[src/rtl/lane_word_aligner_pkg.sv]
// Shared types and defaults for the ADC frontend lane word aligner.
package lane_word_aligner_pkg;

    typedef enum logic [2:0] {
        ST_IDLE,
        ST_CHECK,
        ST_SLIP,
        ST_SETTLE,
        ST_LOCKED,
        ST_FAIL
    } lane_align_state_t;

    localparam int                     DEF_WORD_BITS     = 14;
    localparam logic [DEF_WORD_BITS-1:0] DEF_TRAIN_PATTERN = 14'h2A5;

    // Width of a counter that must hold the value n (never less than 1 bit).
    function automatic int cnt_w(input int n);
        return (n < 1) ? 1 : $clog2(n + 1);
    endfunction

endpackage

[src/rtl/lane_word_aligner_if.sv]
// Serial-in / word-out bus of the lane word aligner.
interface lane_word_aligner_if #(
    parameter int LANES     = 8,
    parameter int WORD_BITS = 14,
    parameter int OFS_W     = $clog2(WORD_BITS)
);
    logic [LANES-1:0]           bit_rise;
    logic [LANES-1:0]           bit_fall;
    logic [LANES-1:0]           bitslip_pulse;
    logic                       train_start;
    logic [LANES*WORD_BITS-1:0] word_data;
    logic                       word_valid;
    logic [LANES*OFS_W-1:0]     lane_offset;
    logic [LANES-1:0]           lane_locked;
    logic                       train_busy;
    logic                       train_fail;

    modport master (
        output bit_rise, bit_fall, bitslip_pulse, train_start,
        input  word_data, word_valid, lane_offset, lane_locked, train_busy, train_fail
    );

    modport slave (
        input  bit_rise, bit_fall, bitslip_pulse, train_start,
        output word_data, word_valid, lane_offset, lane_locked, train_busy, train_fail
    );
endinterface

[src/rtl/lane_word_aligner_lane.sv]
// One lane: DDR bit history, offset-selected word framing and the training FSM.
module lane_word_aligner_lane
    import lane_word_aligner_pkg::*;
#(
    parameter int                   WORD_BITS     = DEF_WORD_BITS,
    parameter logic [WORD_BITS-1:0] TRAIN_PATTERN = DEF_TRAIN_PATTERN,
    parameter int                   LOCK_COUNT    = 16,
    parameter int                   SLIP_SETTLE   = 2,
    parameter int                   OFS_W         = $clog2(WORD_BITS)
) (
    input  logic                 dco_clk,
    input  logic                 rst,
    input  logic                 bit_rise_i,
    input  logic                 bit_fall_i,
    input  logic                 slip_i,
    input  logic                 train_start_i,
    input  logic                 extract_i,
    input  logic                 word_valid_i,
    output logic [WORD_BITS-1:0] word_o,
    output logic [OFS_W-1:0]     offset_o,
    output logic                 locked_o,
    output logic                 busy_o,
    output logic                 fail_o
);
    localparam int HW = 2 * WORD_BITS;
    localparam int MW = cnt_w(LOCK_COUNT);
    localparam int SW = cnt_w(SLIP_SETTLE);
    localparam logic [OFS_W-1:0] LAST_OFS = OFS_W'(WORD_BITS - 1);
    localparam logic [MW-1:0]    LOCK_M1  = MW'(LOCK_COUNT - 1);
    localparam logic [SW-1:0]    SETTLE_N = SW'(SLIP_SETTLE);

    // The oldest bit of a 2*WORD_BITS window is never selectable, so it is not stored.
    logic [HW-4:0]         hist_q;
    logic [HW-2:0]         hist_d;
    logic [WORD_BITS-1:0]  word_q, word_sel;
    lane_align_state_t     state_q, state_d;
    logic [OFS_W-1:0]      ofs_q, ofs_d, ofs_slip;
    logic [OFS_W-1:0]      att_q, att_d;
    logic [MW-1:0]         match_q, match_d;
    logic [SW-1:0]         settle_q, settle_d;
    logic                  locked_q, busy_q, fail_q;

    assign hist_d   = {hist_q, bit_rise_i, bit_fall_i};
    assign word_sel = WORD_BITS'(hist_d >> ofs_q);
    assign ofs_slip = (ofs_q == LAST_OFS) ? '0 : ofs_q + 1'b1;

    always_comb begin
        state_d  = state_q;
        ofs_d    = ofs_q;
        att_d    = att_q;
        match_d  = match_q;
        settle_d = settle_q;
        if (train_start_i) begin
            state_d  = ST_CHECK;
            ofs_d    = '0;
            att_d    = '0;
            match_d  = '0;
            settle_d = '0;
        end else begin
            case (state_q)
                ST_IDLE, ST_LOCKED, ST_FAIL: begin
                    if (slip_i) begin
                        ofs_d   = ofs_slip;
                        state_d = ST_IDLE;
                    end
                end
                ST_CHECK: begin
                    if (word_valid_i) begin
                        if (word_q == TRAIN_PATTERN) begin
                            match_d = match_q + 1'b1;
                            if (match_q == LOCK_M1) state_d = ST_LOCKED;
                        end else begin
                            match_d = '0;
                            state_d = (att_q == LAST_OFS) ? ST_FAIL : ST_SLIP;
                        end
                    end
                end
                ST_SLIP: begin
                    ofs_d    = ofs_slip;
                    att_d    = att_q + 1'b1;
                    settle_d = '0;
                    state_d  = ST_SETTLE;
                end
                ST_SETTLE: begin
                    if (settle_q == SETTLE_N)  state_d  = ST_CHECK;
                    else if (word_valid_i)     settle_d = settle_q + 1'b1;
                end
                default: state_d = ST_IDLE;
            endcase
        end
    end

    always_ff @(posedge dco_clk) begin
        if (rst) begin
            hist_q   <= '0;
            word_q   <= '0;
            state_q  <= ST_IDLE;
            ofs_q    <= '0;
            att_q    <= '0;
            match_q  <= '0;
            settle_q <= '0;
            locked_q <= 1'b0;
            busy_q   <= 1'b0;
            fail_q   <= 1'b0;
        end else begin
            hist_q   <= hist_d[HW-4:0];
            if (extract_i) word_q <= word_sel;
            state_q  <= state_d;
            ofs_q    <= ofs_d;
            att_q    <= att_d;
            match_q  <= match_d;
            settle_q <= settle_d;
            locked_q <= (state_d == ST_LOCKED);
            busy_q   <= (state_d == ST_CHECK) || (state_d == ST_SLIP) || (state_d == ST_SETTLE);
            fail_q   <= (state_d == ST_FAIL);
        end
    end

    assign word_o   = word_q;
    assign offset_o = ofs_q;
    assign locked_o = locked_q;
    assign busy_o   = busy_q;
    assign fail_o   = fail_q;

endmodule

[src/rtl/lane_word_aligner.sv]
// DDR-to-word gearbox: shared word phase, per-lane aligners and status aggregation.
module lane_word_aligner
    import lane_word_aligner_pkg::*;
#(
    parameter int                   LANES         = 8,
    parameter int                   WORD_BITS     = DEF_WORD_BITS,
    parameter logic [WORD_BITS-1:0] TRAIN_PATTERN = DEF_TRAIN_PATTERN,
    parameter int                   LOCK_COUNT    = 16,
    parameter int                   SLIP_SETTLE   = 2
) (
    input  logic                dco_clk,
    input  logic                rst,
    lane_word_aligner_if.slave  bus
);
    localparam int OFS_W = $clog2(WORD_BITS);
    localparam int HALF  = WORD_BITS / 2;
    localparam int PW    = cnt_w(HALF - 1);
    localparam logic [PW-1:0] PH_LAST = PW'(HALF - 1);

    logic [PW-1:0]                     ph_q;
    logic                              wv_q;
    logic                              extract;
    logic [LANES-1:0][WORD_BITS-1:0]   word_w;
    logic [LANES-1:0][OFS_W-1:0]       ofs_w;
    logic [LANES-1:0]                  locked_w, busy_w, fail_w;

    // Two bits arrive per cycle, so a word completes every HALF cycles.
    assign extract = (ph_q == PH_LAST);

    always_ff @(posedge dco_clk) begin
        if (rst) begin
            ph_q <= '0;
            wv_q <= 1'b0;
        end else begin
            ph_q <= extract ? '0 : ph_q + 1'b1;
            wv_q <= extract;
        end
    end

    for (genvar i = 0; i < LANES; i++) begin : g_lane
        lane_word_aligner_lane #(
            .WORD_BITS    (WORD_BITS),
            .TRAIN_PATTERN(TRAIN_PATTERN),
            .LOCK_COUNT   (LOCK_COUNT),
            .SLIP_SETTLE  (SLIP_SETTLE),
            .OFS_W        (OFS_W)
        ) u_lane (
            .dco_clk      (dco_clk),
            .rst          (rst),
            .bit_rise_i   (bus.bit_rise[i]),
            .bit_fall_i   (bus.bit_fall[i]),
            .slip_i       (bus.bitslip_pulse[i]),
            .train_start_i(bus.train_start),
            .extract_i    (extract),
            .word_valid_i (wv_q),
            .word_o       (word_w[i]),
            .offset_o     (ofs_w[i]),
            .locked_o     (locked_w[i]),
            .busy_o       (busy_w[i]),
            .fail_o       (fail_w[i])
        );
    end

    assign bus.word_data   = word_w;
    assign bus.word_valid  = wv_q;
    assign bus.lane_offset = ofs_w;
    assign bus.lane_locked = locked_w;
    assign bus.train_busy  = |busy_w;
    assign bus.train_fail  = |fail_w;

endmodule
[src/flat_wrapper.sv]
// flat-port wrapper written by rule: the top's interface ports become plain ports
module lane_word_aligner_flat import lane_word_aligner_pkg::*;
#(
    parameter int                   LANES         = 8,
    parameter int                   WORD_BITS     = DEF_WORD_BITS,
    parameter logic [WORD_BITS-1:0] TRAIN_PATTERN = DEF_TRAIN_PATTERN,
    parameter int                   LOCK_COUNT    = 16,
    parameter int                   SLIP_SETTLE   = 2
)
  (dco_clk, rst, bus_bit_rise, bus_bit_fall, bus_bitslip_pulse, bus_train_start, bus_word_data, bus_word_valid, bus_lane_offset, bus_lane_locked, bus_train_busy, bus_train_fail);
  lane_word_aligner_if #(.LANES(LANES), .WORD_BITS(WORD_BITS)) bus_i ();
  input  logic dco_clk;
  input  logic rst;
  input wire logic [$bits(bus_i.bit_rise)-1:0] bus_bit_rise;
  input wire logic [$bits(bus_i.bit_fall)-1:0] bus_bit_fall;
  input wire logic [$bits(bus_i.bitslip_pulse)-1:0] bus_bitslip_pulse;
  input wire logic [$bits(bus_i.train_start)-1:0] bus_train_start;
  output wire logic [$bits(bus_i.word_data)-1:0] bus_word_data;
  output wire logic [$bits(bus_i.word_valid)-1:0] bus_word_valid;
  output wire logic [$bits(bus_i.lane_offset)-1:0] bus_lane_offset;
  output wire logic [$bits(bus_i.lane_locked)-1:0] bus_lane_locked;
  output wire logic [$bits(bus_i.train_busy)-1:0] bus_train_busy;
  output wire logic [$bits(bus_i.train_fail)-1:0] bus_train_fail;
  assign bus_i.bit_rise = bus_bit_rise;
  assign bus_i.bit_fall = bus_bit_fall;
  assign bus_i.bitslip_pulse = bus_bitslip_pulse;
  assign bus_i.train_start = bus_train_start;
  assign bus_word_data = bus_i.word_data;
  assign bus_word_valid = bus_i.word_valid;
  assign bus_lane_offset = bus_i.lane_offset;
  assign bus_lane_locked = bus_i.lane_locked;
  assign bus_train_busy = bus_i.train_busy;
  assign bus_train_fail = bus_i.train_fail;
  lane_word_aligner #(.LANES(LANES), .WORD_BITS(WORD_BITS), .TRAIN_PATTERN(TRAIN_PATTERN), .LOCK_COUNT(LOCK_COUNT), .SLIP_SETTLE(SLIP_SETTLE)) u_core (.dco_clk(dco_clk), .rst(rst), .bus(bus_i));
endmodule
[config.mk]
export PLATFORM = sky130hd
export DESIGN_NAME = lane_word_aligner_flat
export DESIGN_NICKNAME = d
export VERILOG_FILES = /design/src/rtl/lane_word_aligner_pkg.sv /design/src/rtl/lane_word_aligner_if.sv /design/src/rtl/lane_word_aligner_lane.sv /design/src/rtl/lane_word_aligner.sv /design/src/flat_wrapper.sv
export SDC_FILE = /design/constraint.sdc
export NUM_CORES = 1
export LEC_CHECK = 0
export ABC_AREA = 1
export BUFFER_PORTS_ARGS = -buffer_cell sky130_fd_sc_hd__buf_2
export CAP_MARGIN = 40
export CORE_ASPECT_RATIO = 0.75
export CORE_UTILIZATION = 39
export CTS_BUF_LIST = sky130_fd_sc_hd__clkbuf_4
export DETAILED_ROUTE_END_ITERATION = 7
export PLACE_DENSITY = 0.56
export SLEW_MARGIN = 0
export SYNTH_ARGS = -nofsm -noshare
export SYNTH_HDL_FRONTEND = slang
export SYNTH_SLANG_ARGS = --single-unit
[constraint.sdc]
create_clock -name dco_clk -period 1.85 [get_ports dco_clk]
set_clock_uncertainty 0.15 [all_clocks]
set_input_delay 0.0925 -clock dco_clk [delete_from_list [all_inputs] [get_ports dco_clk]]
set_output_delay 0.0925 -clock dco_clk [all_outputs]
set_load 0.05 [all_outputs]
# ---- Word-level counts from Yosys, hierarchy flattened
# Index checks and enable logic that the tools add are counted.
dict set report op_classes {
  n_addsub 33
  n_eq_ne 145
  shifts 8
  n_mux 120
  reduce_logical 76
}
# cell n
set op_table {}
lappend op_table {{27-bit by 4-bit right shift with 14-bit output} 8}
lappend op_table {{3-bit two-way mux} 56}
lappend op_table {{14-bit by 10-bit equality test with 1-bit output (second input constant)} 8}
lappend op_table {{3-bit equality test (second input constant)} 33}
lappend op_table {{3-bit by 2-bit equality test with 1-bit output (second input constant)} 32}
lappend op_table {{3-bit one-hot mux with 4 select lines} 8}
lappend op_table {{4-bit by 1-bit adder with 4-bit output (second input constant)} 16}
lappend op_table {{4-bit equality test (second input constant)} 16}
lappend op_table {{4-bit two-way mux} 16}
lappend op_table {{4-bit one-hot mux with 2 select lines} 8}
lappend op_table {{3-bit by 1-bit equality test with 1-bit output (second input constant)} 16}
lappend op_table {{5-bit by 1-bit adder with 5-bit output (second input constant)} 8}
lappend op_table {{5-bit by 4-bit equality test with 1-bit output (second input constant)} 8}
lappend op_table {{5-bit two-way mux} 8}
lappend op_table {{2-bit two-way mux} 16}
lappend op_table {{2-bit != test (second input constant)} 16}
lappend op_table {{2-bit one-hot mux with 2 select lines} 8}
lappend op_table {{2-bit AND reduction} 16}
lappend op_table {{2-bit nonzero test} 16}
lappend op_table {{3-bit zero test} 8}
lappend op_table {{3-bit AND reduction} 8}
lappend op_table {{3-bit OR reduction} 8}
lappend op_table {{2-bit by 1-bit adder with 2-bit output (second input constant)} 8}
lappend op_table {{2-bit equality test (second input constant)} 8}
lappend op_table {{other kinds (5)} 29}
dict set report word_totals {
  register_bits 484
  input_bits 27
  output_inout_bits 155
  elab_cells 464
}

# ---- Longest topological paths before layout
# Gate-level depths: netlist of the first run.
dict set report depth {
  word_depth 9
  mapped_depth 13
  mapped_depth_nobuf 13
}

# ---- Hierarchy
# Synthesis of the first run repeated with hierarchy kept, for this count alone.
dict set report hier_totals {
  hier_cells 3903
  area_unflattened_um2 25917.4
}
# module n_inst cells_each area_each_um2 seq_area_each_um2
set by_module_without_submodules {}
lappend by_module_without_submodules {{lane_word_aligner_lane at u_core.g_lane[0].u_lane ...} 5 481 3189.3 1201.2}
lappend by_module_without_submodules {{lane_word_aligner_lane at u_core.g_lane[5].u_lane ...} 2 485 3256.9 1201.2}
lappend by_module_without_submodules {{lane_word_aligner_lane at u_core.g_lane[7].u_lane} 1 478 3179.3 1201.2}
lappend by_module_without_submodules {lane_word_aligner 1 50 277.8 80.1}

# ---- Worst setup path after synthesis of the first run
# No wires, ideal clock.
dict set report synth_timing {
  kind {reg-to-reg}
  start {reg u_core.g_lane[5].u_lane.ofs_q[1]}
  end {reg u_core.g_lane[5].u_lane.word_q[1]}
  setup_time_ns 0.120
  arrival_time_ns 1.598
  t_required_ns 1.580
  path_slack_ns -0.018
  stages_incl_launch_ff 8
  n_path_buf 2
  synth_period_minus_slack_ns 1.868
  cell_sequence {dfxtp_1 -> buf_2 -> inv_2 -> buf_2 -> o21ai_0 -> mux2i_1 -> o211ai_1 -> nand2_1}
}
dict set report synth_via {
  elab_chain_cells 1
}
# element line_no
set synth_rtl {}
lappend synth_rtl {{from (decl)} lane_word_aligner_lane.sv:37} ;# logic [OFS_W-1:0] ofs_q, ofs_d, ofs_slip;
lappend synth_rtl {{from (signal assigned)} lane_word_aligner_lane.sv:109} ;# ofs_q <= ofs_d;
lappend synth_rtl {{27-bit by 4-bit right shift with 14-bit output} lane_word_aligner_lane.sv:44} ;# assign word_sel = WORD_BITS'(hist_d >> ofs_q);
lappend synth_rtl {{to (signal assigned)} lane_word_aligner_lane.sv:107} ;# if (extract_i) word_q <= word_sel;
lappend synth_rtl {{to (decl)} lane_word_aligner_lane.sv:35} ;# logic [WORD_BITS-1:0] word_q, word_sel;
# No other way between the ends.
# A chain may end at the register's enable or synchronous reset.

# ---- Worst setup path in the final report of the first run
dict set report layout_timing {
  start {reg u_core.g_lane[6].u_lane.busy_q}
  end {out bus_train_busy}
}
dict set report layout_via {
  elab_chain_cells 1
}
# element line_no
set layout_rtl {}
lappend layout_rtl {{from (decl)} lane_word_aligner_lane.sv:41} ;# logic locked_q, busy_q, fail_q;
lappend layout_rtl {{from (signal assigned)} lane_word_aligner_lane.sv:114} ;# busy_q <= (state_d == ST_CHECK) || (state_d == ST_SLIP) || (state_d == ST_SETTLE);
lappend layout_rtl {{8-bit OR reduction} lane_word_aligner.sv:68} ;# assign bus.train_busy = |busy_w;
lappend layout_rtl {{to (decl)} flat_wrapper.sv:22} ;# output wire logic [$bits(bus_i.train_busy)-1:0] bus_train_busy;
# No other way between the ends.

==> impl_table.tex, run 1 <==
\begin{tabular}{lr}
\hline
Metric & Value \\
\hline
\multicolumn{2}{l}{\textbf{Worst setup path}} \\
\quad Critical Path Start Type & register \\
\quad Crit Path Category & register to output pin \\
\quad Critical path peak fanout & 1 \\
\quad Data required time at the worst endpoint & 1.61 ns \\
\quad Data arrival time of the critical path & 1.84 ns \\
\quad Max stage delay cell, worst path & dfxtp\_2 \\
\quad Critical Path Sink Type & output pin \\
\quad Crit-path max cell delay & 0.33 ns \\
\quad List of cells traversed by the critical path & nor4\_4 -> nand2\_1 -> buf\_6 \\
\multicolumn{2}{l}{\textbf{Detailed routing}} \\
\quad Number of DRC violations after detailed routing & 0 \\
\quad Final routed wirelength across all metal layers & 76200 um \\
\quad Mean number of vias per cell & 4.85 \\
\quad Initial DRC count & 1616 \\
\quad DR vias & 24.9k \\
\quad Antenna-violating nets left & 0 \\
\quad DRT Pass-1 Iters & 5 \\
\quad WL per Instance & 14.9 um \\
\multicolumn{2}{l}{\textbf{STA}} \\
\quad Final period demand of the worst path & 2.08 ns \\
\quad Ratio of final minimum period to clock period & 113\% \\
\quad Slew margin rel. & 56.7\% \\
\quad Slack of the critical path & -0.231 ns \\
\quad Tightest Pin Transition & 0.650 ns \\
\quad Final hold vios & 0 \\
\quad FMAX & 0.480 GHz \\
\quad Final setup fails & 3 \\
\quad Worst-case hold slack & 0.102 ns \\
\quad Count of final max-slew check failures & 0 \\
\quad RSZ-0062 raised after global routing & yes \\
\multicolumn{2}{l}{\textbf{Synthesis}} \\
\quad Synthesized flop and latch total & 484 \\
\quad Top-count cell post-synth & nand2\_1 \\
\quad Mapped Nets & 3853 \\
\quad Post-synth top area share & 38.2\% \\
\quad Main synth FF type & dfxtp\_1 \\
\quad Async set-or-reset flop fraction in the synthesized netlist & 0\% \\
\quad Synthesized cell area & 25400 sq um \\
\quad Mapped Cells & 3784 \\
\quad Number of flops mapped to enable cells by yosys & 0 \\
\quad Ranking of synthesized cells by instance count & nand2\_1, nor2\_1, dfxtp\_1 \\
\quad Cell type contributing the most total cell area after synthesis & dfxtp\_1 \\
\quad Synth Warn \# & 0 \\
\quad Library cells used by synthesis & 52 \\
\quad Main area contributors after synthesis & dfxtp\_1, nand2\_1, nor2\_1, inv\_1, o21ai\_0 \\
\quad Avg Inst Size Synth & 6.70 sq um \\
\quad Sequential share of the synthesized area & 38.2\% \\
\multicolumn{2}{l}{\textbf{Floorplanning}} \\
\quad Standard-cell row count & 80 \\
\quad Initial Utilization & 39.6\% \\
\quad Chip Width & 296 um \\
\quad Top-Level Pins & 182 \\
\quad Die outline area & 66000 sq um \\
\quad Core box area & 64000 sq um \\
\quad Die height & 223 um \\
\multicolumn{2}{l}{\textbf{Clock network}} \\
\quad Number of buffers created by CTS & 132 \\
\quad TritonCTS clock tree & done \\
\quad Cell chosen for the clock root & clkbuf\_4 \\
\quad CTS HTree Levels & 4 \\
\quad Sinks on Clock Net & 484 \\
\quad Clock transition at the registers of the reported paths & 0.06 ns \\
\quad Deepest clock path buffer count & 3 \\
\quad Clk Latency, worst-skew pair & 0.95 ns \\
\multicolumn{2}{l}{\textbf{Power and ir drop}} \\
\quad Power per standard cell area & 661 nW/um\^{}2 \\
\quad Leakage power & 14.1 nW \\
\quad Maximum vdd ir drop & 0.000479 V \\
\multicolumn{2}{l}{\textbf{Global routing}} \\
\quad Aggregate global routing overflow & 0 \\
\quad Via count of the first global-routing pass & 23.3k \\
\quad Pin count of the biggest net entering global routing & 117 \\
\quad Global-route wire length before repair & 122000 um \\
\quad Total GRT Usage & 23.1\% \\
\quad Initial antenna violation count & 2 \\
\multicolumn{2}{l}{\textbf{Place}} \\
\quad Placer congestion estimate & 0.909 \\
\quad Count of input and output buffers & 181 \\
\quad Placed wire-length estimate & 51500 um \\
\quad Setup WS pre-CTS & 0.0397 ns \\
\quad Post-DP Area & 27400 sq um \\
\multicolumn{2}{l}{\textbf{Cells and area}} \\
\quad Cell area after layout & 33100 sq um \\
\quad Area occupied by multi-input gates & 13500 sq um \\
\quad Layout cells sized above 1 & 23.4\% \\
\quad Sequential standard cell area & 10000 sq um \\
\quad Final-stage net count & 4242 \\
\quad Relative area change from synthesis to final layout & 30.7\% \\
\quad Final core area utilization & 51.8\% \\
\quad FILL cells & 6513 \\
\multicolumn{2}{l}{\textbf{Worst hold path}} \\
\quad Min-Delay Path Class & input pin to register \\
\multicolumn{2}{l}{\textbf{Run status}} \\
\quad Violated checks & setup timing \\
\quad Result of the run & finished with violations \\
\multicolumn{2}{l}{\textbf{Flow run}} \\
\quad Max-Cap Viols & 0 \\
\hline
\end{tabular}
## report_power, final
part           total, W  internal [W]  leakage [nW]  switching, W
sequential       0.0105        0.0105          4.01     0.0000850
combinational   0.00170      0.000690          9.17       0.00101
clock           0.00964       0.00503         0.965       0.00461
## per-layer routing
| metal | GRT usage, % | vias to the layer above | share of wire, % |
|---|---|---|---|
| met3 | 5.42 | 119 | 6.3 |
| met2 | 33.9 | 611 | 42 |
| li1 | - | 13039 | - |
| met1 | 32.6 | 11094 | 49 |
| met4 | 8.43 | 0 | 2.3 |
| met5 | 0 | - | 0 |
## sequential cells by signal, summed over array words and instances, names as in the netlist
| signal | cells |
|---|---|
| u_core.g_lane.u_lane.word_o | 112 |
| u_core.bus.word_valid | 1 |
| u_core.g_lane.u_lane.busy_o | 8 |
| u_core.g_lane.u_lane.match_q | 40 |
| u_core.g_lane.u_lane.state_q | 24 |
| u_core.g_lane.u_lane.att_q | 32 |
| u_core.g_lane.u_lane.settle_q | 16 |
| u_core.g_lane.u_lane.hist_q | 200 |
| u_core.g_lane.u_lane.fail_o | 8 |
| u_core.g_lane.u_lane.locked_o | 8 |
| u_core.ph_q | 3 |
| u_core.g_lane.u_lane.offset_o | 32 |
## worst max-delay path: cells and delay by family (launching register included)
kind	cells	cell delay [ns]
buf+inv	1	0.17
simple gates	2	0.40
flops	1	0.33
## worst paths after layout
path	from	end	slack, ns	depth (start not counted)
max	u_core.g_lane[6].u_lane.busy_o	bus_train_busy	-0.23	3
min	bus_bitslip_pulse[2]	u_core.g_lane[2].u_lane.state_q[2]	0.10	7
max reg2reg	u_core.g_lane[7].u_lane.offset_o[0]	u_core.g_lane[7].u_lane.word_o[0]	0.03	7
min reg2reg	u_core.g_lane[0].u_lane.hist_q[2]	u_core.g_lane[0].u_lane.hist_q[4]	0.27	2
## cell families (layout without fill, tap and decap cells)
logic type,after synthesis,after routing,share of synthesized area (%)
compound gates,764,764,16.8
xor+xnor,18,18,0.622
mux,68,68,2.68
buf+inv,652,1127,11.2
fa+ha+maj,42,42,2.07
flops,484,484,38.2
simple gates,1756,1756,28.4
other cells,0,4,0
## layout make-up
class / instances / share of cell area (%)
repair buffers: 453 / 15.7
clock buffers: 180 / 4.08
clock inverters: 40 / 0.778
inverters: 454 / 5.20
flip-flops and latches: 484 / 30.2
well taps: 861 / 3.25
multi-input cells: 2648 / 40.8
diodes: 4 / 0.0302
## placed cells by master (no fill, tap or decap), types with 12 or more instances in the layout
cell and count:
mux2i_1 53, nor2_2 30, buf_4 153, mux2i_2 13, dfxtp_4 48, nor2_4 17
nand2_2 46, dlygate4sd3_1 71, buf_8 59, inv_2 39, nand3_1 122, buf_6 80
inv_1 412, ha_2 12, buf_2 25, buf_12 48, a21oi_1 104, a31oi_1 20
dfxtp_2 105, nor3_1 55, o211ai_1 83, nand2_1 925, clkbuf_4 180, o21a_1 15
o21ai_1 230, nor2_1 479, xor2_1 16, a211oi_1 12, nand3_2 19, o22ai_1 34
clkinv_1 28, o21ai_2 52, dfxtp_1 331, o21ai_0 184, ha_1 29, a21oi_2 14
## stage by stage
stage	setup TNS [ns]	power (W)	cells
floorplan	0	0.0118	3784
global placement	0	0.0121	4745
detailed placement	0	0.0121	4745
CTS	-2.99	0.0222	5118
global route	-1.71	0.0230	5124
finish	-0.483	0.0219	5124
## repair_timing
action                     in CTS  in global routing
hold endpoints to repair      484                  0
setup endpoints to repair     155                192
buffers inserted               68                 15
pin swaps                       5                 75
hold buffers                   74                  0
cloned                         16                  0
resized for setup             625                333
No activity file was read; power rests on OpenSTA's default activity.
==> run 2, diff against run 1 <==
--- a/config.mk
+++ b/config.mk
@@ -9,10 +9,10 @@
 export BUFFER_PORTS_ARGS = -buffer_cell sky130_fd_sc_hd__buf_2
 export CAP_MARGIN = 40
 export CORE_ASPECT_RATIO = 0.75
-export CORE_UTILIZATION = 39
+export CORE_UTILIZATION = 50
 export CTS_BUF_LIST = sky130_fd_sc_hd__clkbuf_4
 export DETAILED_ROUTE_END_ITERATION = 7
-export PLACE_DENSITY = 0.56
+export PLACE_DENSITY = 0.68
 export SLEW_MARGIN = 0
 export SYNTH_ARGS = -nofsm -noshare
 export SYNTH_HDL_FRONTEND = slang
==> run 2 against run 1 <==
Net effect: register-to-register slack improved by 0.02 ns; highest routed layer unchanged; maximum frequency rose by 3.0%; cell count fell by 5.0%; total power is 4.4% lower; worst setup slack gained 0.060 ns; worst hold slack worse by 0.012 ns; global-route usage up 3.8 points; routed wire length is 7.8% lower; core utilization is 11 points higher; count of clock-buffer cells in the layout down 9; the flow still finishes with violations (setup timing); first-iteration DRC count up 36%; combinational power decreased by 7%.
==> impl_table.tex, run 2 (same netlist as run 1, synthesis figures left out) <==
\begin{tabular}{lr}
\hline
Metric & Value \\
\hline
\multicolumn{2}{l}{\textbf{Floorplanning}} \\
\quad Die outline area & 51600 sq um \\
\quad Initial Utilization & 50.6\% \\
\quad Core box area & 50100 sq um \\
\quad Die height & 197 um \\
\quad Standard-cell row count & 71 \\
\quad Top-Level Pins & 182 \\
\quad Chip Width & 262 um \\
\multicolumn{2}{l}{\textbf{Power and ir drop}} \\
\quad Power per standard cell area & 670 nW/um\^{}2 \\
\quad Combinational cell fraction of total power & 7.5\% \\
\quad Leakage power & 13.6 nW \\
\quad Maximum vdd ir drop & 0.000415 V \\
\quad Internal power consumption & 0.0155 W \\
\quad Fraction of power spent switching nets & 25.9\% \\
\quad Proportion of power drawn by the clock network & 41.8\% \\
\quad Total chip power & 0.0209 W \\
\quad Proportion of power drawn by flip-flops and latches & 50.6\% \\
\quad NetSw & 0.00541 W \\
\multicolumn{2}{l}{\textbf{STA}} \\
\quad Slack of the critical path & -0.172 ns \\
\quad Count of final max-slew check failures & 0 \\
\quad Ratio of final minimum period to clock period & 109\% \\
\quad Tightest Pin Transition & 0.845 ns \\
\quad Worst-case hold slack & 0.0893 ns \\
\quad Final period demand of the worst path & 2.02 ns \\
\quad Final setup fails & 2 \\
\quad Slew margin rel. & 43.6\% \\
\quad FMAX & 0.495 GHz \\
\quad RSZ-0062 raised after global routing & yes \\
\quad Final hold vios & 0 \\
\multicolumn{2}{l}{\textbf{Clock network}} \\
\quad Clk Latency, worst-skew pair & 0.89 ns \\
\quad Number of buffers created by CTS & 120 \\
\quad Deepest clock path buffer count & 3 \\
\quad Cell chosen for the clock root & clkbuf\_4 \\
\quad Clock transition at the registers of the reported paths & 0.06 ns \\
\quad CTS HTree Levels & 3 \\
\quad Sinks on Clock Net & 484 \\
\quad TritonCTS clock tree & done \\
\multicolumn{2}{l}{\textbf{Place}} \\
\quad Post-DP Area & 27000 sq um \\
\quad Placer congestion estimate & 0.922 \\
\quad Count of input and output buffers & 181 \\
\quad Placed wire-length estimate & 47800 um \\
\multicolumn{2}{l}{\textbf{Detailed routing}} \\
\quad Antenna-violating nets left & 0 \\
\quad DRT Pass-1 Iters & 6 \\
\quad Mean number of vias per cell & 5.12 \\
\quad WL per Instance & 14.4 um \\
\quad Initial DRC count & 2203 \\
\quad Final routed wirelength across all metal layers & 70300 um \\
\quad Number of DRC violations after detailed routing & 0 \\
\quad DR vias & 24.9k \\
\multicolumn{2}{l}{\textbf{Cells and area}} \\
\quad Most common library cell in the layout ignoring fill and taps & nand2\_1 \\
\quad Cell area after layout & 31200 sq um \\
\quad Final-stage net count & 4185 \\
\quad Register containing the most flip-flops in the final layout & u\_core.g\_lane.u\_lane.hist\_q \\
\quad FILL cells & 4651 \\
\quad Area occupied by multi-input gates & 13200 sq um \\
\quad Final core area utilization & 62.3\% \\
\quad Sequential standard cell area & 9810 sq um \\
\quad Flip-flop count of the largest register, all copies and words added & 200 \\
\quad Relative area change from synthesis to final layout & 23.2\% \\
\quad Commonest cells after routing, fill and taps aside & nand2\_1, nor2\_1, dfxtp\_1 \\
\quad Layout cells sized above 1 & 18.3\% \\
\multicolumn{2}{l}{\textbf{Worst setup path}} \\
\quad List of cells traversed by the critical path & nor4\_4 -> nand2\_1 -> buf\_6 \\
\quad Data arrival time of the critical path & 1.78 ns \\
\quad Kind of cell adding the most delay to the critical path & simple AND/OR/NAND/NOR gates \\
\quad Max stage delay cell, worst path & dfxtp\_2 \\
\quad Data required time at the worst endpoint & 1.61 ns \\
\quad Critical path peak fanout & 1 \\
\quad Crit Path Category & register to output pin \\
\quad Critical Path Start Type & register \\
\quad Crit-path max cell delay & 0.34 ns \\
\quad Critical Path Sink Type & output pin \\
\quad Count of buffer and inverter cells on the critical path & 1 \\
\multicolumn{2}{l}{\textbf{Global routing}} \\
\quad Initial antenna violation count & 2 \\
\quad Aggregate global routing overflow & 0 \\
\quad Pin count of the biggest net entering global routing & 89 \\
\quad Total GRT Usage & 26.8\% \\
\quad Via count of the first global-routing pass & 22.5k \\
\quad Global-route wire length before repair & 113000 um \\
\multicolumn{2}{l}{\textbf{Flow run}} \\
\quad Max-Cap Viols & 0 \\
\multicolumn{2}{l}{\textbf{Run status}} \\
\quad Result of the run & finished with violations \\
\quad Violated checks & setup timing \\
\multicolumn{2}{l}{\textbf{Worst hold path}} \\
\quad Min-Delay Path Class & input pin to register \\
\hline
\end{tabular}
## run 2: cell count changes in the layout (fill, tap and decap cells not counted), moves of 31 or more
cell	before	now
dfxtp_2	105	47
dfxtp_1	331	420
o21ai_0	184	233
dfxtp_4	48	17
o21ai_1	230	198
buf_8	59	24
## run 2: power groups by stage
stage                     sequential [W]  combinational (W)  clock [W]
final                             0.0106            0.00158    0.00875
after global routing              0.0106            0.00174    0.00960
after CTS                         0.0106            0.00154    0.00901
after detailed placement          0.0108            0.00125          0
after global placement            0.0108            0.00124          0
after floorplan                   0.0109           0.000878          0
## run 2: repair_timing
action / CTS / global route
cloned: 13 / 0
setup buffers: 33 / 15
endpoints found under the setup margin: 114 / 162
resized for setup: 280 / 245
hold endpoints to repair: 478 / 0
pin swaps: 3 / 32
hold buffers: 65 / 0
## run 2: area by class of cell
class                           instances  share of cell area (%)
Clock buffer                          171                    4.11
Multi-Input combinational cell       2648                    42.2
Clock inverter                         43                   0.641
Timing Repair Buffer                  408                    13.4
Inverter                              454                    5.52
Antenna cell                            4                  0.0321
Tap cell                              657                    2.63
Sequential cell                       484                    31.4
## run 2: metal layers
metal	track usage, %	up-vias	routed length (um)
met3	5.79	127	4530
met5	0	-	0
met4	8.61	0	1700
met1	37.9	11202	34200
met2	40.5	693	29900
li1	-	12899	-
## run 2: path summary, 6_finish.rpt
| check | start | endpoint | slack [ns] | depth (start not counted) |
|---|---|---|---|---|
| worst max-delay path | u_core.g_lane[2].u_lane.fail_o | bus_train_fail | -0.17 | 3 |
| worst max register to register | u_core.g_lane[5].u_lane.offset_o[0] | u_core.g_lane[5].u_lane.word_o[7] | 0.05 | 10 |
| worst min-delay path | bus_bitslip_pulse[3] | u_core.g_lane[3].u_lane.offset_o[0] | 0.09 | 4 |
| worst min register to register | u_core.g_lane[4].u_lane.hist_q[18] | u_core.g_lane[4].u_lane.hist_q[20] | 0.27 | 2 |
## run 2: stage by stage
stage                     worst slack (ns)  setup TNS (ns)  cells
final                               -0.172          -0.313   4869
after global routing                -0.294           -1.06   4869
after CTS                           -0.273          -0.629   4853
after detailed placement            0.0199               0   4531
after global placement              0.0635               0   4531
after floorplan                    0.00943               0   3784
## run 2: worst register-to-register path, cell delays in order, from the launching register on
cell       delay, ns
dfxtp_4         0.36
buf_12          0.13
bufbuf_16       0.28
nand2_2         0.07
o21ai_1         0.08
mux2i_2         0.24
nand2_1         0.09
nand3_1         0.11
nand3_1         0.09
nand2_1         0.06
nand2_1         0.04
==> run 3, diff against run 2 <==
--- a/config.mk
+++ b/config.mk
@@ -12,6 +12,7 @@
 export CORE_UTILIZATION = 50
 export CTS_BUF_LIST = sky130_fd_sc_hd__clkbuf_4
 export DETAILED_ROUTE_END_ITERATION = 7
+export GPL_TIMING_DRIVEN = 0
 export PLACE_DENSITY = 0.68
 export SLEW_MARGIN = 0
 export SYNTH_ARGS = -nofsm -noshare
==> run 3 against run 2 <==
Net effect: the flow still finishes with violations (setup timing); clock power increased by 4.6%; sequential cell count unchanged; count of clock-buffer cells in the layout down 6; core utilization is 0.42 points lower; critical endpoint is now bus_train_busy; highest routed layer unchanged.
==> impl_table.tex, run 3 (same netlist as run 1, synthesis figures left out) <==
\begin{tabular}{lr}
\hline
Metric & Value \\
\hline
\multicolumn{2}{l}{\textbf{Global routing}} \\
\quad Initial antenna violation count & 3 \\
\quad Pin count of the biggest net entering global routing & 16 \\
\quad Aggregate global routing overflow & 0 \\
\quad Fraction of met2 tracks used by global routing & 48.6\% \\
\quad Peak-usage layer in the global routing report & met2 \\
\quad Global routing met3 resource utilization & 5.79\% \\
\quad Via count of the first global-routing pass & 23.2k \\
\quad Met1 layer usage reported by global route & 46.5\% \\
\quad Global-route wire length before repair & 129000 um \\
\quad Total GRT Usage & 32.0\% \\
\multicolumn{2}{l}{\textbf{Power and ir drop}} \\
\quad Fraction of power spent switching nets & 27.2\% \\
\quad Proportion of power drawn by the clock network & 42.6\% \\
\quad Leakage power & 13.5 nW \\
\quad Power per standard cell area & 691 nW/um\^{}2 \\
\quad Total chip power & 0.0214 W \\
\quad Maximum vdd ir drop & 0.000523 V \\
\quad Internal power consumption & 0.0156 W \\
\quad NetSw & 0.00583 W \\
\quad Proportion of power drawn by flip-flops and latches & 49.5\% \\
\quad Combinational cell fraction of total power & 7.9\% \\
\multicolumn{2}{l}{\textbf{STA}} \\
\quad Setup TNS Final & -0.536 ns \\
\quad Final setup fails & 3 \\
\quad Ratio of final minimum period to clock period & 116\% \\
\quad FMAX & 0.466 GHz \\
\quad Final period demand of the worst path & 2.15 ns \\
\quad RSZ-0062 raised after global routing & yes \\
\quad Slew margin rel. & 37.5\% \\
\quad Count of final max-slew check failures & 0 \\
\quad Final hold vios & 0 \\
\quad Tightest Pin Transition & 0.937 ns \\
\quad Slack of the critical path & -0.297 ns \\
\multicolumn{2}{l}{\textbf{Place}} \\
\quad Placed wire-length estimate & 62600 um \\
\quad \# placed instances & 4636 \\
\quad Placer congestion estimate & 1.01 \\
\quad Count of input and output buffers & 179 \\
\multicolumn{2}{l}{\textbf{Cells and area}} \\
\quad Relative area change from synthesis to final layout & 22.4\% \\
\quad Register containing the most flip-flops in the final layout & u\_core.g\_lane.u\_lane.hist\_q \\
\quad Most common library cell in the layout ignoring fill and taps & nand2\_1 \\
\quad Layout cells sized above 1 & 19.8\% \\
\quad Flip-flop count of the largest register, all copies and words added & 200 \\
\quad Final-stage net count & 4249 \\
\quad Post-route insts no fill & 4937 \\
\quad Final core area utilization & 61.9\% \\
\quad Commonest cells after routing, fill and taps aside & nand2\_1, nor2\_1, inv\_1 \\
\multicolumn{2}{l}{\textbf{Worst hold path}} \\
\quad Count of cells along the worst hold path & 7 \\
\quad Min-Delay Path Class & input pin to register \\
\quad Hold path start & bus\_bitslip\_pulse[5] \\
\multicolumn{2}{l}{\textbf{Floorplanning}} \\
\quad Standard-cell row count & 71 \\
\quad Die height & 197 um \\
\quad Initial Utilization & 50.6\% \\
\quad Chip Width & 262 um \\
\quad Top-Level Pins & 182 \\
\quad Die outline area & 51600 sq um \\
\quad Core box area & 50100 sq um \\
\multicolumn{2}{l}{\textbf{Detailed routing}} \\
\quad Mean number of vias per cell & 5.29 \\
\quad Final routed wirelength across all metal layers & 85300 um \\
\quad Initial DRC count & 2601 \\
\quad DR vias & 26.1k \\
\quad Number of DRC violations after detailed routing & 0 \\
\quad DRT Pass-1 Iters & 6 \\
\quad Antenna-violating nets left & 0 \\
\quad WL per Instance & 17.3 um \\
\multicolumn{2}{l}{\textbf{Clock network}} \\
\quad Cell chosen for the clock root & clkbuf\_4 \\
\quad Sinks on Clock Net & 484 \\
\quad Number of buffers created by CTS & 121 \\
\quad TritonCTS clock tree & done \\
\quad Clock transition at the registers of the reported paths & 0.07 ns \\
\quad Deepest clock path buffer count & 3 \\
\quad Clk Latency, worst-skew pair & 0.93 ns \\
\quad CTS HTree Levels & 3 \\
\multicolumn{2}{l}{\textbf{Worst setup path}} \\
\quad Max stage delay cell, worst path & dfxtp\_2 \\
\quad Critical Path Start Type & register \\
\quad Crit Path Category & register to output pin \\
\quad Critical path peak fanout & 1 \\
\quad Crit-path max cell delay & 0.34 ns \\
\quad Worst R2R Path Depth & 10 \\
\quad Launching point of the worst reg2reg path & u\_core.g\_lane[5].u\_lane.match\_q[0] \\
\quad Critical path launch point & u\_core.g\_lane[6].u\_lane.busy\_o \\
\quad Data arrival time of the critical path & 1.90 ns \\
\quad Data required time at the worst endpoint & 1.61 ns \\
\quad List of cells traversed by the critical path & nor4\_4 -> nand2\_1 -> buf\_6 \\
\quad Critical Path Sink Type & output pin \\
\multicolumn{2}{l}{\textbf{Flow run}} \\
\quad Max-Cap Viols & 0 \\
\multicolumn{2}{l}{\textbf{Run status}} \\
\quad Result of the run & finished with violations \\
\quad Violated checks & setup timing \\
\hline
\end{tabular}
==> run 3: changes by cell type in the layout (fill, tap and decap cells not counted), moves of 29 or more <==
cell and delta:
buf_12 -31, clkbuf_1 +50, buf_6 +35, buf_4 -29, buf_2 +48, dfxtp_2 +30
==> run 3: stage by stage <==
step / hold slack (ns) / instance area [sq um] / setup WS (ns)
global placement: 0.160 / 27100 / -0.872
global route: 0.0514 / 31000 / -0.366
detailed placement: 0.165 / 27300 / -0.506
CTS: 0.00828 / 30100 / -0.346
finish: 0.0791 / 31000 / -0.297
floorplan: 0.0495 / 25400 / 0.00943
==> run 3: final timing paths <==
kind                                                            to  slack, ns
worst max-delay path                                bus_train_busy      -0.30
worst max register to register      u_core.g_lane[5].u_lane.busy_o       0.03
worst min-delay path            u_core.g_lane[5].u_lane.state_q[2]       0.08
worst min register to register  u_core.g_lane[4].u_lane.hist_q[23]       0.28
==> run 3: per-layer routing <==
layer / share of wire, % / wire length [um] / up-vias
li1: - / - / 13041
met1: 47 / 40200 / 11937
met2: 43 / 36500 / 988
met3: 7.8 / 6680 / 132
met4: 2.2 / 1860 / 0
met5: 0 / 0 / -
==> run 3: area by class of cell <==
| cell class | instances | area (sq um) |
|---|---|---|
| tap | 657 | 822 |
| sequential | 484 | 9820 |
| fill | 4853 | 19100 |
| buffer | 196 | 1280 |
| multi-input combinational | 2648 | 13400 |
| clock inverter | 50 | 274 |
| timing repair buffer | 275 | 2420 |
| clock buffer | 165 | 1240 |
| antenna | 8 | 20.0 |
| inverter | 454 | 1720 |
==> run 3: power by group through the flow <==
stage / clock network (W) / logic (W) / registers (W)
floorplan: 0 / 0.000878 / 0.0109
global placement: 0 / 0.00141 / 0.0108
detailed placement: 0 / 0.00145 / 0.0108
CTS: 0.00931 / 0.00158 / 0.0106
global route: 0.00984 / 0.00182 / 0.0106
finish: 0.00915 / 0.00169 / 0.0106
==> run 3: worst max-delay path, delay by kind of cell, from the launching register on <==
kind / cells / cell delay, ns
flip-flops: 1 / 0.34
buffers and inverters: 1 / 0.18
AND/OR/NAND/NOR: 2 / 0.48
==> run 3: repair_timing <==
action,in CTS,in global routing
gates cloned,0,3
hold buffers,54,0
setup buffers,10,14
hold endpoints to repair,245,0
resized for setup,275,294
endpoints found under the setup margin,268,157
pin swaps,15,57
